### src/rtl/vedic_mac_pkg.sv
// Shared types and constants for the Vedic multiply-accumulate stage.
package vedic_mac_pkg;

  localparam int OPND_W    = 16;
  localparam int PROD_W    = 32;
  localparam int ACC_W_DEF = 40;
  localparam int CNT_W_DEF = 16;

  typedef enum logic [1:0] {
    ACCUM = 2'd0,
    DRAIN = 2'd1,
    HOLD  = 2'd2
  } mac_state_t;

endpackage

### src/rtl/vedic_mac_acc_if.sv
// Operand-stream and result-stream handshake bundle for vedic_mac_acc.
interface vedic_mac_acc_if
  import vedic_mac_pkg::*;
#(
  parameter int ACC_W = ACC_W_DEF,
  parameter int CNT_W = CNT_W_DEF
) ();

  logic              in_valid;
  logic              in_ready;
  logic              in_last;
  logic [OPND_W-1:0] mul_1;
  logic [OPND_W-1:0] mul_2;
  logic              out_valid;
  logic              out_ready;
  logic [ACC_W-1:0]  acc_out;
  logic [CNT_W-1:0]  beat_cnt;
  logic              acc_ovf;

  // Source of operands and sink of results.
  modport master (
    output in_valid, in_last, mul_1, mul_2, out_ready,
    input  in_ready, out_valid, acc_out, beat_cnt, acc_ovf
  );

  // The MAC block itself.
  modport slave (
    input  in_valid, in_last, mul_1, mul_2, out_ready,
    output in_ready, out_valid, acc_out, beat_cnt, acc_ovf
  );

endinterface

### src/rtl/vedic_16x16.sv
// Unsigned 16x16 Urdhva-Tiryagbhyam (vertical-and-crosswise) multiplier.
// Each output column sums the crosswise bit products a[i]&b[k-i]; the
// column sums are then weighted by 2^k and added.
module vedic_16x16
  import vedic_mac_pkg::*;
(
  input  logic [OPND_W-1:0] a,
  input  logic [OPND_W-1:0] b,
  output logic [PROD_W-1:0] p
);

  localparam int NCOL = 2 * OPND_W - 1;

  logic [NCOL-1:0][4:0] col;

  genvar gi;
  generate
    for (gi = 0; gi < NCOL; gi++) begin : g_col
      localparam int LO = (gi > OPND_W - 1) ? gi - (OPND_W - 1) : 0;
      localparam int HI = (gi < OPND_W - 1) ? gi : OPND_W - 1;
      logic [4:0] s;
      // Crosswise sum of every bit pair whose weights add up to column gi.
      always_comb begin
        s = '0;
        for (int i = LO; i <= HI; i++) begin
          s = s + {4'b0000, a[i] & b[gi-i]};
        end
      end
      assign col[gi] = s;
    end
  endgenerate

  // Weight each column sum by its position and fold into the product.
  always_comb begin
    p = '0;
    for (int k = 0; k < NCOL; k++) begin
      p = p + (PROD_W'(col[k]) << k);
    end
  end

endmodule

### src/rtl/vedic_mac_acc.sv
// Pipelined multiply-accumulate stage: S1 operand register, S2 product
// register fed by vedic_16x16, S3 frame accumulator with result hold.
// Optional feature macro: VEDIC_MAC_SAT_EN (saturating accumulate with
// sticky acc_ovf); without it the accumulator wraps and acc_ovf is 0.
module vedic_mac_acc
  import vedic_mac_pkg::*;
#(
  parameter int ACC_W = ACC_W_DEF,
  parameter int CNT_W = CNT_W_DEF
) (
  input  logic             clk,
  input  logic             rst_n,
  vedic_mac_acc_if.slave   bus
);

  mac_state_t        state_q, state_d;

  logic [OPND_W-1:0] a1_q, a1_d, b1_q, b1_d;
  logic              v1_q, v1_d, last1_q, last1_d;

  logic [PROD_W-1:0] prod;
  logic [PROD_W-1:0] p2_q, p2_d;
  logic              v2_q, v2_d, last2_q, last2_d;

  logic [ACC_W-1:0]  acc_q, acc_d, acc_out_q, acc_out_d, acc_sum;
  logic [CNT_W-1:0]  cnt_q, cnt_d, beat_cnt_q, beat_cnt_d, cnt_inc;
  logic              ovf_run_q, ovf_run_d, acc_ovf_q, acc_ovf_d;
  logic              add_carry;
  logic              accept;

  // Readiness comes only from registered state, never from out_ready.
  assign accept = bus.in_valid && (state_q == ACCUM);

  // S1: capture the operand pair of an accepted beat.
  always_comb begin
    a1_d    = a1_q;
    b1_d    = b1_q;
    last1_d = last1_q;
    v1_d    = accept;
    if (accept) begin
      a1_d    = bus.mul_1;
      b1_d    = bus.mul_2;
      last1_d = bus.in_last;
    end
  end

  vedic_16x16 u_mul (
    .a (a1_q),
    .b (b1_q),
    .p (prod)
  );

  // S2: register the 32-bit product alongside its valid and last flags.
  always_comb begin
    p2_d    = p2_q;
    last2_d = last2_q;
    v2_d    = v1_q;
    if (v1_q) begin
      p2_d    = prod;
      last2_d = last1_q;
    end
  end

`ifdef VEDIC_MAC_SAT_EN
  logic [ACC_W:0] sum_wide;
  // Saturating add: one extra bit catches the carry, then clamp.
  always_comb begin
    sum_wide  = {1'b0, acc_q} + (ACC_W+1)'(p2_q);
    add_carry = sum_wide[ACC_W];
    acc_sum   = add_carry ? '1 : sum_wide[ACC_W-1:0];
  end
`else
  // Wrapping add modulo 2^ACC_W; no overflow reporting.
  always_comb begin
    acc_sum   = acc_q + ACC_W'(p2_q);
    add_carry = 1'b0;
  end
`endif

  assign cnt_inc = cnt_q + CNT_W'(1);

  // S3 accumulate/commit and the ACCUM -> DRAIN -> HOLD sequencing.
  always_comb begin
    state_d    = state_q;
    acc_d      = acc_q;
    cnt_d      = cnt_q;
    ovf_run_d  = ovf_run_q;
    acc_out_d  = acc_out_q;
    beat_cnt_d = beat_cnt_q;
    acc_ovf_d  = acc_ovf_q;

    case (state_q)
      ACCUM:   if (accept && bus.in_last) state_d = DRAIN;
      DRAIN:   state_d = DRAIN;
      HOLD:    if (bus.out_ready) state_d = ACCUM;
      default: state_d = ACCUM;
    endcase

    if (v2_q) begin
      if (last2_q) begin
        // Final beat: publish the frame and restart the running totals.
        acc_out_d  = acc_sum;
        beat_cnt_d = cnt_inc;
        acc_ovf_d  = ovf_run_q | add_carry;
        acc_d      = '0;
        cnt_d      = '0;
        ovf_run_d  = 1'b0;
        state_d    = HOLD;
      end else begin
        acc_d     = acc_sum;
        cnt_d     = cnt_inc;
        ovf_run_d = ovf_run_q | add_carry;
        // The previous frame's flag drops on this frame's first commit.
        if (cnt_q == '0) acc_ovf_d = 1'b0;
      end
    end
  end

  // State and pipeline registers; reset discards any partial frame.
  always_ff @(posedge clk or negedge rst_n) begin
    if (!rst_n) begin
      state_q    <= ACCUM;
      a1_q       <= '0;
      b1_q       <= '0;
      v1_q       <= 1'b0;
      last1_q    <= 1'b0;
      p2_q       <= '0;
      v2_q       <= 1'b0;
      last2_q    <= 1'b0;
      acc_q      <= '0;
      cnt_q      <= '0;
      ovf_run_q  <= 1'b0;
      acc_out_q  <= '0;
      beat_cnt_q <= '0;
      acc_ovf_q  <= 1'b0;
    end else begin
      state_q    <= state_d;
      a1_q       <= a1_d;
      b1_q       <= b1_d;
      v1_q       <= v1_d;
      last1_q    <= last1_d;
      p2_q       <= p2_d;
      v2_q       <= v2_d;
      last2_q    <= last2_d;
      acc_q      <= acc_d;
      cnt_q      <= cnt_d;
      ovf_run_q  <= ovf_run_d;
      acc_out_q  <= acc_out_d;
      beat_cnt_q <= beat_cnt_d;
      acc_ovf_q  <= acc_ovf_d;
    end
  end

  assign bus.in_ready  = (state_q == ACCUM);
  assign bus.out_valid = (state_q == HOLD);
  assign bus.acc_out   = acc_out_q;
  assign bus.beat_cnt  = beat_cnt_q;
  assign bus.acc_ovf   = acc_ovf_q;

endmodule

### src/flat_wrapper.sv
// flat-port wrapper written by rule: the top's interface ports become plain ports
module vedic_mac_acc_flat import vedic_mac_pkg::*;
#(
  parameter int ACC_W = ACC_W_DEF,
  parameter int CNT_W = CNT_W_DEF
)
  (clk, rst_n, bus_in_valid, bus_in_last, bus_mul_1, bus_mul_2, bus_out_ready, bus_in_ready, bus_out_valid, bus_acc_out, bus_beat_cnt, bus_acc_ovf);
  vedic_mac_acc_if #(.ACC_W(ACC_W), .CNT_W(CNT_W)) bus_i ();
  input  logic clk;
  input  logic rst_n;
  input wire logic [$bits(bus_i.in_valid)-1:0] bus_in_valid;
  input wire logic [$bits(bus_i.in_last)-1:0] bus_in_last;
  input wire logic [$bits(bus_i.mul_1)-1:0] bus_mul_1;
  input wire logic [$bits(bus_i.mul_2)-1:0] bus_mul_2;
  input wire logic [$bits(bus_i.out_ready)-1:0] bus_out_ready;
  output wire logic [$bits(bus_i.in_ready)-1:0] bus_in_ready;
  output wire logic [$bits(bus_i.out_valid)-1:0] bus_out_valid;
  output wire logic [$bits(bus_i.acc_out)-1:0] bus_acc_out;
  output wire logic [$bits(bus_i.beat_cnt)-1:0] bus_beat_cnt;
  output wire logic [$bits(bus_i.acc_ovf)-1:0] bus_acc_ovf;
  assign bus_i.in_valid = bus_in_valid;
  assign bus_i.in_last = bus_in_last;
  assign bus_i.mul_1 = bus_mul_1;
  assign bus_i.mul_2 = bus_mul_2;
  assign bus_i.out_ready = bus_out_ready;
  assign bus_in_ready = bus_i.in_ready;
  assign bus_out_valid = bus_i.out_valid;
  assign bus_acc_out = bus_i.acc_out;
  assign bus_beat_cnt = bus_i.beat_cnt;
  assign bus_acc_ovf = bus_i.acc_ovf;
  vedic_mac_acc #(.ACC_W(ACC_W), .CNT_W(CNT_W)) u_core (.clk(clk), .rst_n(rst_n), .bus(bus_i));
endmodule
### config.mk
export PLATFORM = sky130hd
export DESIGN_NAME = vedic_mac_acc_flat
export DESIGN_NICKNAME = d
export VERILOG_FILES = /design/src/rtl/vedic_mac_pkg.sv /design/src/rtl/vedic_mac_acc_if.sv /design/src/rtl/vedic_16x16.sv /design/src/rtl/vedic_mac_acc.sv /design/src/flat_wrapper.sv
export SDC_FILE = /design/constraint.sdc
export NUM_CORES = 1
export LEC_CHECK = 0
export BUFFER_PORTS_ARGS = -buffer_cell sky130_fd_sc_hd__buf_4
export CAP_MARGIN = 0
export CORE_MARGIN = 5
export CORE_UTILIZATION = 60
export DETAILED_ROUTE_END_ITERATION = 16
export PLACE_DENSITY = 0.79
export SYNTH_ARGS = -nofsm -noshare
export SYNTH_HDL_FRONTEND = slang
export SYNTH_HIERARCHICAL = 1
export SYNTH_SLANG_ARGS = --single-unit
### constraint.sdc
create_clock -name clk -period 10.7 [get_ports clk]
set_clock_uncertainty 0.2 [all_clocks]
set_input_delay 2.675 -clock clk [delete_from_list [all_inputs] [get_ports clk]]
set_output_delay 2.675 -clock clk [all_outputs]
set_load 0.01 [all_outputs]
; Word level (Yosys, flattened, before mapping)
; Cells that the tools add are included.
; Widths: inputs -> output; s select.
[op_classes]
n_bitwise = 256
n_reduce_logical = 7
n_eq_ne = 2
add_sub_neg = 257
n_mux = 9
[ops]
columns = operator, n
row1 = $add 5x1->5, 121
row2 = $and 1x1->1, 256
row3 = $add 32x31->32, 5
row4 = $add 4x1->5, 23
row5 = $add 3x1->4, 25
row6 = $add 2x1->3, 27
row7 = $add 1x1->2, 29
row8 = $add 40x32->40, 1
row9 = $mux 40, 1
row10 = $add 32x20->32, 1
row11 = $add 32x21->32, 1
row12 = $add 32x22->32, 1
row13 = $add 32x23->32, 1
row14 = $add 32x24->32, 1
row15 = $add 32x25->32, 1
row16 = $add 32x26->32, 1
row17 = $add 32x27->32, 1
row18 = $add 32x28->32, 1
row19 = $add 32x29->32, 1
row20 = $add 32x30->32, 1
row21 = $add 19x19->20, 1
row22 = $add 18x18->19, 1
row23 = $add 17x17->18, 1
row24 = $add 16x16->17, 1
row25 = 22 further kinds, 28
[word_totals]
input_bits = 37
word_cells = 544
out_inout_bits = 59
reg_bits = 183

; Logic depth before layout (Yosys ltp)
; Gate-level depths: netlist of run 1.
[logic_depth]
word_depth = 32
ltp_mapped = 38
ltp_nobuf = 37

; Modules after synthesis
; Netlist of run 1, hierarchy kept.
[by_module_without_submodules]
columns = module, cells_per_inst, n_inst, area_per_inst_um2, seq_area_each_um2
row1 = vedic_16x16, 1031, 1, 8994.9, 0.0
row2 = vedic_mac_acc, 838, 1, 8862.2, 4554.4

; Worst setup path before layout of run 1
; No wires, ideal clock.
[synth_timing]
path_kind = register to register
startpoint = register u_core.a1_q[0]
endpoint = register u_core.p2_q[30]
required_ns = 10.375
synth_period_minus_slack_ns = 9.817
path_slack_ns = 0.883
setup_time_ns = 0.125
stages_incl_launch_ff = 35
path_buffers = 1
arrival_ns = 9.492
path_cell_list = dfrtp_1 -> clkbuf_1 -> nand2_1 -> fa_1 -> inv_1 -> fa_1 -> fa_1 -> fa_1 -> fa_1 -> fa_1 -> xor2_1 -> ha_1 -> inv_1 -> fa_1 -> fa_1 -> inv_1 -> ha_1 -> nand2_1 -> o21ai_0 -> a311oi_2 -> o21ai_1 -> a21oi_1 -> fa_1 -> fa_1 -> inv_1 -> fa_1 -> inv_1 -> fa_1 -> nor2b_1 -> o21a_1 -> o21ai_0 -> a21oi_1 -> a311oi_1 -> xnor2_1 -> mux2_2
[synth_via]
elab_chain_len = 32
word_cells_on_any_way = 166
classes_between = add/sub: 150 / bitwise: 16
[synth_rtl]
columns = item, line
row1 = from (decl), vedic_mac_acc.sv:18  ; logic [OPND_W-1:0] a1_q, a1_d, b1_q, b1_d;
row2 = from (signal assigned), vedic_mac_acc.sv:123  ; a1_q <= '0;
row3 = from (signal assigned), vedic_mac_acc.sv:138  ; a1_q <= a1_d;
row4 = $and 1x1->1, vedic_16x16.sv:26  ; s = s + {4'b0000, a[i] & b[gi-i]};
row5 = $add 1x1->2, vedic_16x16.sv:26
row6 = $add 1x3->4 / $add 2x1->3 (equally long branches), "vedic_16x16.sv:37, vedic_16x16.sv:26"
row7 = $add 4x5->6 / $add 3x1->4 (equally long branches), "vedic_16x16.sv:37, vedic_16x16.sv:26"
row8 = $add 6x7->8 / $add 4x1->5 (equally long branches), "vedic_16x16.sv:37, vedic_16x16.sv:26"
row9 = $add 8x9->10 / $add 5x1->5 (equally long branches), "vedic_16x16.sv:37, vedic_16x16.sv:26"
row10 = $add 10x10->11 / $add 5x1->5 (equally long branches), "vedic_16x16.sv:37, vedic_16x16.sv:26"
row11 = $add 11x11->12 / $add 5x1->5 (equally long branches), "vedic_16x16.sv:37, vedic_16x16.sv:26"
row12 = (+13 left out), -
row13 = $add 32x25->32 (*), vedic_16x16.sv:37  ; p = p + (PROD_W'(col[k]) << k);
row14 = $add 32x26->32 (*), vedic_16x16.sv:37
row15 = $add 32x27->32 (*), vedic_16x16.sv:37
row16 = $add 32x28->32 (*), vedic_16x16.sv:37
row17 = $add 32x29->32 (*), vedic_16x16.sv:37
row18 = $add 32x30->32 (*), vedic_16x16.sv:37
row19 = $add 32x31->32 (*) (5 in series), vedic_16x16.sv:37
row20 = via u_core.prod[30], vedic_mac_acc.sv:21  ; logic [PROD_W-1:0] prod;
row21 = to (signal assigned), vedic_mac_acc.sv:142  ; p2_q <= p2_d;
row22 = to (decl), vedic_mac_acc.sv:22  ; logic [PROD_W-1:0] p2_q, p2_d;
; The timed path passes the listed nets; every way through them passes the cells marked *.
; A chain may end at the register's enable or synchronous reset.

; Worst setup path after layout of run 1
[layout_timing]
startpoint = register u_core.b1_q[11]
endpoint = register u_core.p2_q[30]
[layout_via]
elab_chain_len = 32
word_cells_on_any_way = 161
classes_between = add/sub: 145 / bitwise: 16
[layout_rtl]
columns = item, line
row1 = from (decl), vedic_mac_acc.sv:18
row2 = from (signal assigned), vedic_mac_acc.sv:124  ; b1_q <= '0;
row3 = from (signal assigned), vedic_mac_acc.sv:139  ; b1_q <= b1_d;
row4 = $and 1x1->1, vedic_16x16.sv:26
row5 = $add 1x1->2, vedic_16x16.sv:26
row6 = $add 2x1->3, vedic_16x16.sv:26
row7 = $add 3x1->4, vedic_16x16.sv:26
row8 = $add 4x1->5, vedic_16x16.sv:26
row9 = $add 5x1->5 (7 in series), vedic_16x16.sv:26
row10 = $add 16x16->17 / $add 5x1->5 (equally long branches), "vedic_16x16.sv:37, vedic_16x16.sv:26"
row11 = $add 17x17->18, vedic_16x16.sv:37
row12 = (+7 left out), -
row13 = $add 32x25->32, vedic_16x16.sv:37
row14 = $add 32x26->32, vedic_16x16.sv:37
row15 = $add 32x27->32, vedic_16x16.sv:37
row16 = $add 32x28->32, vedic_16x16.sv:37
row17 = $add 32x29->32, vedic_16x16.sv:37
row18 = $add 32x30->32, vedic_16x16.sv:37
row19 = $add 32x31->32 (*) (5 in series), vedic_16x16.sv:37
row20 = via u_core.prod[30], vedic_mac_acc.sv:21
; Marked as above.

==> flow_summary.ini, run 1 <==
[timing]
timing.final.crit_share_pct = 95.1
worstMarginPinSlew_ps = 1070
tns_ps = 0
rsz0062_at_grt = false
period_minus_slack_ps = 10180
finalMaxSlewViolations = 0
slew-limit-headroom_pct = 28.4
hold_violations = 0
setup_viol = 0
max_freq_ghz = 0.0982

[route]
drt_first_pass_iters = 5
drt_iter0_drc = 954
dr_total_vias = 13500
ant_nets = 0
viasPerCell = 5.77
drc_errors = 0
wl_um = 42500
wire_per_inst_um = 18.2

[synthesis]
synth-main-ff-cell = dfrtp_1
synth_area_um2 = 17900
yosysTopAreaCell = dfrtp_1
synth_nets = 2264
synthTopCellsByArea = dfrtp_1, fa_1, ha_1
async_reset_ff_share_pct = 100
ys_types = 69
avgSynthCellArea_um2 = 9.55
syn_inst = 1869
synth_edf_count = 0
ys_warn_count = 6
ys_seq_area_share_pct = 25.5
synth_top_area_share_pct = 25.5
ys_ff_latch = 182

[setup_path]
cp_data_required_time_ps = 10830
worstSetupEndpointType = flip-flop
path_class = flip-flop to flip-flop
max_stage_delay_ps = 560
r2r_cells = 34
reg2reg_to = u_core/p2_q[30]$_DFFE_PN0P_
rrSetupSlack_ps = 520
crit_top_cell = fa_1
slowest_stage = fa_1
cp_max_fo = 16
cp-start-kind = flip-flop
timing.rr.start = u_core/b1_q[11]$_DFFE_PN0P_
worstPathArrival_ps = 10310

[placed_design]
place_congestion = 0.897
port_buffers = 94
dp_hpwl_um = 32200

[global_routing]
grt_pass1_vias = 14100
track_usage_pct = 26.2
grt_max_degree = 108
grt_remaining_overflow = 0
antenna_found_initial = 0
grt_pass1_wl_um = 71100

[clock_tree]
clkTransAtPathRegs_ps = 80
numCtsBuffers = 17
cts_setup_buffers = 0
cts_htree_levels = 4
clk_latency_ps = 450
cts_root_buf = clkbuf_16
cts_tree = built
cts.path.max_buffers = 2
cts_sinks = 182

[floorplan]
die_y_um = 183
io_pins = 96
coreArea_um2 = 29500
start_util_pct = 60.6
die_area_um2 = 33300
rows = 63
dieWidth_um = 183

[worst_hold_path]
hold_class = flip-flop to flip-flop
hold_depth = 1
hold_path_end = u_core/state_q[0]$_DFF_PN0_
hp-start = u_core/state_q[1]$_DFF_PN0_

[run]
drv_cap = 0

[final_layout]
syn2layout_area_growth_pct = 9.68
antenna_cells = 0
drive_above_1_share_pct = 12.7
nets = 2330

[run_status]
status = finished clean
[state kept, by name, indices dropped and copies added (netlist names)]
register and count:
u_core/a1_q 16, u_core/acc_q 40, u_core/b1_q 16, u_core/bus.acc_out 40, u_core/bus.beat_cnt 16, u_core/cnt_q 16, u_core/last1_q 1, u_core/last2_q 1
u_core/p2_q 32, u_core/state_q 2, u_core/v1_q 1, u_core/v2_q 1
[worst max path at each step]
stage,cells after the start,startpoint,to
after floorplan,34,u_core/a1_q[0]$_DFFE_PN0P_,u_core/p2_q[30]$_DFFE_PN0P_
after global placement,33,u_core/b1_q[2]$_DFFE_PN0P_,u_core/p2_q[30]$_DFFE_PN0P_
after detailed placement,33,u_core/b1_q[2]$_DFFE_PN0P_,u_core/p2_q[30]$_DFFE_PN0P_
after CTS,33,u_core/b1_q[2]$_DFFE_PN0P_,u_core/p2_q[30]$_DFFE_PN0P_
after global routing,34,u_core/b1_q[11]$_DFFE_PN0P_,u_core/p2_q[30]$_DFFE_PN0P_
final,34,u_core/b1_q[11]$_DFFE_PN0P_,u_core/p2_q[30]$_DFFE_PN0P_
[synthesized netlist by cell type (all sizes together), types with 8 or more instances]
| master | count |
|---|---|
| a21o | 31 |
| clkbuf | 67 |
| mux2 | 67 |
| nand3 | 19 |
| and3 | 21 |
| o2bb2ai | 25 |
| buf | 10 |
| a21oi | 65 |
| o21bai | 10 |
| ha | 166 |
| and2 | 132 |
| inv | 260 |
| fa | 192 |
| nand4 | 14 |
| nand2 | 248 |
| nor2 | 46 |
| dfrtp | 182 |
| o31ai | 12 |
| nor2b | 16 |
| o21ai | 108 |
| o21a | 8 |
| xnor2 | 58 |
| xor2 | 33 |
[area by class of cell]
class                   instances  area [um^2]
clock buffers                  18          429
clock inverters                14          165
fillers                      2347         9890
inverters                     262          983
multi-input cells            1348        12000
flip-flops and latches        182         4560
well taps                     390          488
repair buffers                124          937
[worst max-delay path: cells and delay by family, from the launching register on]
kind,cells,cell delay [ps]
adders and majority gates,14,6440
AOI/OAI and AO/OA,8,1610
buffers and inverters,6,520
and+or+nand+nor,3,360
DFF,1,350
xor gates and xnor gates,2,330
muxes,1,270
[routing by layer]
metal / share of wire (%) / up-vias / GRT usage [%]
li1: - / 6208 / -
met1: 44 / 6699 / 35.7
met2: 47 / 515 / 43.5
met3: 7.1 / 71 / 4.90
met4: 1.9 / 0 / 7.02
met5: 0 / - / 0
[placed cells by master (no fill, tap or decap), types with 6 or more instances in the layout]
cell type | synthesis | final
nand3_1 | 18 | 18
o21a_1 | 8 | 8
nand4_1 | 14 | 14
o31ai_1 | 11 | 11
a31oi_1 | 6 | 6
nor2_1 | 46 | 46
o21ai_0 | 104 | 104
buf_4 | 1 | 123
xor2_1 | 33 | 33
fa_1 | 192 | 192
a21o_1 | 30 | 30
o2bb2ai_1 | 25 | 25
xnor2_1 | 58 | 58
mux2_2 | 67 | 67
and2_1 | 132 | 131
ha_1 | 166 | 166
o21bai_1 | 10 | 10
nor2b_1 | 16 | 16
clkbuf_16 | 0 | 17
nand2b_1 | 7 | 7
inv_1 | 260 | 260
nand2_1 | 248 | 246
dfrtp_1 | 182 | 181
a21oi_1 | 64 | 64
and3_1 | 21 | 21
[logic make-up after synthesis]
kind of cell    count (synthesis)  synth area share [%]
flops                         182                  25.5
fa+ha+maj                     358                  33.2
xor+xnor                       91                  4.46
buf+inv                       339                  7.17
simple gates                  524                  14.2
compound gates                306                  11.2
mux                            68                  4.28
other cells                     1                0.0210
[stage by stage]
stage | utilization, % | setup WS, ps | hold WS [ps] | cell area [um^2] | instances
after floorplan | - | 883 | 152 | 17900 | 1869
after global placement | 64.4 | 774 | 245 | 19000 | 2306
after detailed placement | 64.4 | 511 | 262 | 19000 | 2306
after CTS | 66.4 | 463 | 273 | 19600 | 2338
after global routing | 66.4 | 51.6 | 285 | 19600 | 2338
final | 66.4 | 521 | 273 | 19600 | 2338
[timing repair]
item / CTS / global route
gates resized for setup: 0 / 1
setup endpoints to repair: 0 / 1
hold buffers: 0 / 0
Power of run 1 is left out: the tool's default activity adds up to more than one toggle a clock period on the data nets, which glitch-free logic cannot reach.
==> inputs of run 2 (changes only) <==
--- a/config.mk
+++ b/config.mk
@@ -11,6 +11,7 @@
 export CORE_UTILIZATION = 60
 export DETAILED_ROUTE_END_ITERATION = 16
 export PLACE_DENSITY = 0.79
+export RECOVER_POWER = 25
 export SYNTH_ARGS = -nofsm -noshare
 export SYNTH_HDL_FRONTEND = slang
 export SYNTH_HIERARCHICAL = 1
==> run 2 against run 1 <==
Effect of this change:
- the flow now finishes with violations (capacitance limit, slew limit)
- critical endpoint unchanged
- maximum frequency up 0.15%
- via count about the same
- global-route usage unchanged
- design area down 0.17%
- register-to-register slack better by 20 ps
- utilization down 0.11 points
- critical path depth unchanged
- critical path type unchanged
==> flow_summary.ini, run 2 (synthesis gave the netlist of run 1 again) <==
[run]
drv_cap = 4

[run_status]
violations = capacitance limit, slew limit
status = complete, but fails checks

[clock_tree]
cts_setup_buffers = 0
cts_root_buf = clkbuf_16
cts_tree = built
clk_latency_ps = 450
cts_htree_levels = 4
cts.path.max_buffers = 2
cts_hold_buf = 0
cts_sinks = 182
clkTransAtPathRegs_ps = 80
numCtsBuffers = 17
cts.repair.resized = 0

[timing]
finalMaxSlewViolations = 290
hold_violations = 0
worstMarginPinSlew_ps = 5510
timing.final.crit_share_pct = 95.0
tns_ps = 0
slew-limit-headroom_pct = -267
holdWs_ps = 273
setup_viol = 0
rsz0062_at_grt = false
period_minus_slack_ps = 10160
max_freq_ghz = 0.0984

[setup_path]
worstSetupEndpointType = flip-flop
path_class = flip-flop to flip-flop
max_stage_delay_ps = 560
crit_buf_inv = 6
crit_family = adder cells
crit_top_cell = fa_1
cp_data_required_time_ps = 10830
slowest_stage = fa_1
cp_max_fo = 16
cp-start-kind = flip-flop
worstPathArrival_ps = 10290

[route]
dr_total_vias = 13500
wl_um = 42600
ant_nets = 0
drt_iter0_drc = 915
wire_per_inst_um = 18.2
drt_first_pass_iters = 6
viasPerCell = 5.77
drc_errors = 0

[worst_hold_path]
hold_class = flip-flop to flip-flop

[global_routing]
grt_remaining_overflow = 0
grt_pass1_vias = 14100
grt_max_degree = 108
track_usage_pct = 26.2
grt_pass1_wl_um = 71100
antenna_found_initial = 0

[floorplan]
dieWidth_um = 183
start_util_pct = 60.6
die_area_um2 = 33300
coreArea_um2 = 29500
rows = 63
die_y_um = 183
io_pins = 96

[final_layout]
final_cell_mix = inv_1, nand2_1, fa_1, dfrtp_1, ha_1
syn2layout_area_growth_pct = 9.49
nets = 2330
drive_above_1_share_pct = 12.3
antenna_cells = 0
fin_cells = 2338
final_common_cell = inv_1

[placed_design]
dp_hpwl_um = 32200
place_congestion = 0.897
port_buffers = 94
dp_cells = 2306
run 2: cell count changes in the layout (fill, tap and decap cells not counted), sizes merged:
cell	previous run	this run
buf	123	119
clkbuf	19	23
run 2: per-stage QoR:
step                      area [um^2]  setup WS [ps]  utilization, %
final                           19600            536            66.3
after global routing            19600           47.8            66.3
after CTS                       19600            463            66.4
after detailed placement        19000            511            64.4
after global placement          19000            774            64.4
after floorplan                 17900            883               -
run 2: worst reg2reg max path: cells and delay by family (launching register included):
kind | cells | cell delay, ps
xor gates and xnor gates | 2 | 330
DFF | 1 | 350
adders and majority gates | 14 | 6430
AOI/OAI and AO/OA | 8 | 1600
muxes | 1 | 270
buffers and inverters | 6 | 520
and+or+nand+nor | 3 | 350
run 2: routing by layer:
| layer | vias to the layer above | track usage (%) | wire length [um] |
|---|---|---|---|
| li1 | 6210 | - | - |
| met1 | 6701 | 35.7 | 18700 |
| met2 | 496 | 43.5 | 20200 |
| met3 | 73 | 4.90 | 2880 |
| met4 | 0 | 7.02 | 858 |
| met5 | - | 0 | 0 |
run 2: final cells by class:
cell class	count	area [um^2]
fill	2355	9930
sequential	182	4560
inverter	262	983
clock inverter	14	165
clock buffer	18	429
tap	390	488
multi-input combinational	1348	12000
timing repair buffer	124	912
run 2: path summary, 6_finish.rpt:
| check | startpoint | slack (ps) | to | cells past startpoint |
|---|---|---|---|---|
| setup reg to reg | u_core/b1_q[11]$_DFFE_PN0P_ | 540 | u_core/p2_q[30]$_DFFE_PN0P_ | 34 |
| hold reg to reg | u_core/state_q[1]$_DFF_PN0_ | 270 | u_core/state_q[0]$_DFF_PN0_ | 1 |
| min in group asynchronous | rst_n | 4030 | u_core/bus.acc_out[6]$_DFFE_PN0P_ | 1 |
| hold / removal | u_core/state_q[1]$_DFF_PN0_ | 270 | u_core/state_q[0]$_DFF_PN0_ | 1 |
| max in group asynchronous | rst_n | 3160 | u_core/b1_q[2]$_DFFE_PN0P_ | 2 |
| setup / recovery | u_core/b1_q[11]$_DFFE_PN0P_ | 540 | u_core/p2_q[30]$_DFFE_PN0P_ | 34 |
Power of run 2 is left out for the same reason.
==> inputs of run 3 (changes only) <==
--- a/config.mk
+++ b/config.mk
@@ -5,6 +5,7 @@
 export SDC_FILE = /design/constraint.sdc
 export NUM_CORES = 1
 export LEC_CHECK = 0
+export ABC_AREA = 1
 export BUFFER_PORTS_ARGS = -buffer_cell sky130_fd_sc_hd__buf_4
 export CAP_MARGIN = 0
 export CORE_MARGIN = 5
==> run 3 against run 2 <==
Effect of this change:
- the run still ends with capacitance limit, slew limit left
- area after synthesis grew 9.0%
- routed wire length increased by 19%
- non-clock buffer count fell by 2
- sequential share of layout area is 1.7 points lower
- first-iteration DRC count rose by 20%
- count of clock-buffer cells in the layout is the same
- via count rose by 21%
- cell count increased by 33%
- synthesized cell count grew 39%
- die area grew 8.5%
- flip-flop and latch count unchanged
- utilization decreased by 0.93 points
- largest cell class unchanged
- highest routed layer unchanged
==> flow_summary.ini, run 3 <==
[final_layout]
final_cell_mix = nand2_1, inv_1, fa_1, dfrtp_1, ha_1
syn2layout_area_growth_pct = 8.43
antenna_cells = 0
final_common_cell = nand2_1
seq_area_um2 = 4550
drive_above_1_share_pct = 8.76
multiInputGateArea_um2 = 12400
fillers = 2801
nets = 3041
design_area_um2 = 21100

[worst_hold_path]
hp-start = u_core/bus.beat_cnt[9]$_DFFE_PN0P_
hold_depth = 2
hold_path_end = u_core/bus.beat_cnt[9]$_DFFE_PN0P_
hold_class = flip-flop to flip-flop

[synthesis]
synth_top_area_share_pct = 23.4
synth_edf_count = 0
yosysTopAreaCell = dfrtp_1
synth_area_um2 = 19500
synthTopCellsByArea = dfrtp_1, fa_1, nand2_1
synth.most_common_cell = nand2_1
synth_nets = 2998
syn_inst = 2603
ys_types = 42
ys_warn_count = 6
avgSynthCellArea_um2 = 7.48
async_reset_ff_share_pct = 100
synth-main-ff-cell = dfrtp_1
ys_seq_area_share_pct = 23.4
ys_ff_latch = 182
ys_top_cells_by_count = nand2_1, inv_1, fa_1

[route]
dr_total_vias = 16300
drt_iter0_drc = 1098
wl_um = 50800
viasPerCell = 5.25
drc_errors = 0
ant_nets = 0
wire_per_inst_um = 16.4
drt_first_pass_iters = 5

[clock_tree]
clk_latency_ps = 470
cts_hold_buf = 0
cts.repair.resized = 0
cts_root_buf = clkbuf_16
clkTransAtPathRegs_ps = 70
cts_tree = built
numCtsBuffers = 17
cts_setup_buffers = 0
cts.path.max_buffers = 2
cts_sinks = 182
cts_htree_levels = 4

[setup_path]
cp_max_fo = 11
reg2reg_to = u_core/p2_q[30]$_DFFE_PN0P_
crit_top_cell = fa_1
timing.rr.start = u_core/b1_q[11]$_DFFE_PN0P_
worstSetupEndpointType = flip-flop
worstPathArrival_ps = 9910
r2r_cells = 33
rrSetupSlack_ps = 930
cp_data_required_time_ps = 10840
path_class = flip-flop to flip-flop
slowest_stage = dfrtp_1
cp-start-kind = flip-flop
max_stage_delay_ps = 660

[timing]
tns_ps = 0
hold_violations = 0
holdWs_ps = 280
timing.final.crit_share_pct = 91.3
setup_viol = 0
slew-limit-headroom_pct = -116
max_freq_ghz = 0.102
rsz0062_at_grt = false
worstMarginPinSlew_ps = 3240
period_minus_slack_ps = 9770
finalMaxSlewViolations = 196

[placed_design]
port_buffers = 94
place_congestion = 0.938
post_dp_cell_area_um2 = 20500
dp_hpwl_um = 39200

[floorplan]
die_y_um = 190
die_area_um2 = 36200
coreArea_um2 = 32300
rows = 66
io_pins = 96
dieWidth_um = 190
start_util_pct = 60.3

[global_routing]
grt_remaining_overflow = 0
track_usage_pct = 29.0
grt_pass1_vias = 16800
grt_pass1_wl_um = 83800
antenna_found_initial = 0
grt_max_degree = 105

[run_status]
status = complete, but fails checks
violations = capacitance limit, slew limit

[run]
drv_cap = 4
==> run 3: cell types whose count changed in the layout (fill, tap and decap cells not counted), sizes merged, moves of 21 or more <==
| cell | delta |
|---|---|
| nand2 | +653 |
| inv | +295 |
| and2 | -131 |
| nand3 | +106 |
| nor2 | +64 |
| o21ai | -50 |
| mux2 | -35 |
| a21o | -30 |
| xnor2 | -29 |
| o2bb2ai | -25 |
| and3 | -21 |
==> run 3: logic make-up after synthesis <==
group,count (synthesis),synth area share (%)
AO/OA/AOI/OAI,129,3.53
XOR/XNOR,57,2.56
adder cells (fa/ha/maj),358,30.4
buffers and inverters,654,12.9
flip-flops,182,23.4
multiplexers,32,1.85
other,1,0.0193
AND/OR/NAND/NOR,1190,25.3
==> run 3: routing by layer <==
metal | up-vias | share of wire [%] | track usage [%]
li1 | 7843 | - | -
met2 | 619 | 47 | 48.7
met3 | 119 | 6.9 | 5.61
met1 | 7690 | 43 | 37.8
met4 | 0 | 3.2 | 10.2
met5 | - | 0 | 0
==> run 3: how the worst max path moves through the flow <==
stage                                            from                           to  slack, ps  cells after the start
after floorplan            u_core/a1_q[0]$_DFFE_PN0P_  u_core/p2_q[26]$_DFFE_PN0P_       1460                     34
after global placement    u_core/b1_q[11]$_DFFE_PN0P_  u_core/p2_q[26]$_DFFE_PN0P_       1200                     32
after detailed placement  u_core/b1_q[11]$_DFFE_PN0P_  u_core/p2_q[26]$_DFFE_PN0P_       1000                     32
after CTS                 u_core/b1_q[11]$_DFFE_PN0P_  u_core/p2_q[30]$_DFFE_PN0P_        980                     33
after global routing       u_core/a1_q[7]$_DFFE_PN0P_  u_core/p2_q[30]$_DFFE_PN0P_        530                     33
final                     u_core/b1_q[11]$_DFFE_PN0P_  u_core/p2_q[30]$_DFFE_PN0P_        930                     33
==> run 3: through the flow <==
step | util, % | std cells | setup slack (ps)
after floorplan | - | 2603 | 1460
after global placement | 63.6 | 3069 | 1200
after detailed placement | 63.6 | 3069 | 1000
after CTS | 65.4 | 3101 | 976
after global routing | 65.4 | 3101 | 529
final | 65.4 | 3101 | 933
==> run 3: final cells by class <==
cell class,count,area share [%]
Multi-Input combinational cell,1767,58.8
Sequential cell,182,21.6
Inverter,556,9.88
Timing Repair Buffer,122,4.30
Tap cell,442,2.62
Clock buffer,18,2.08
Clock inverter,14,0.788
==> run 3: worst max-delay path: cells and delay by family (launching register included) <==
family	cells	cell delay (ps)
compound gates	2	450
fa+ha+maj	14	6700
buf+inv	7	370
simple gates	8	820
mux	1	250
flops	1	660
xor+xnor	1	200
Power of run 3 is left out for the same reason.
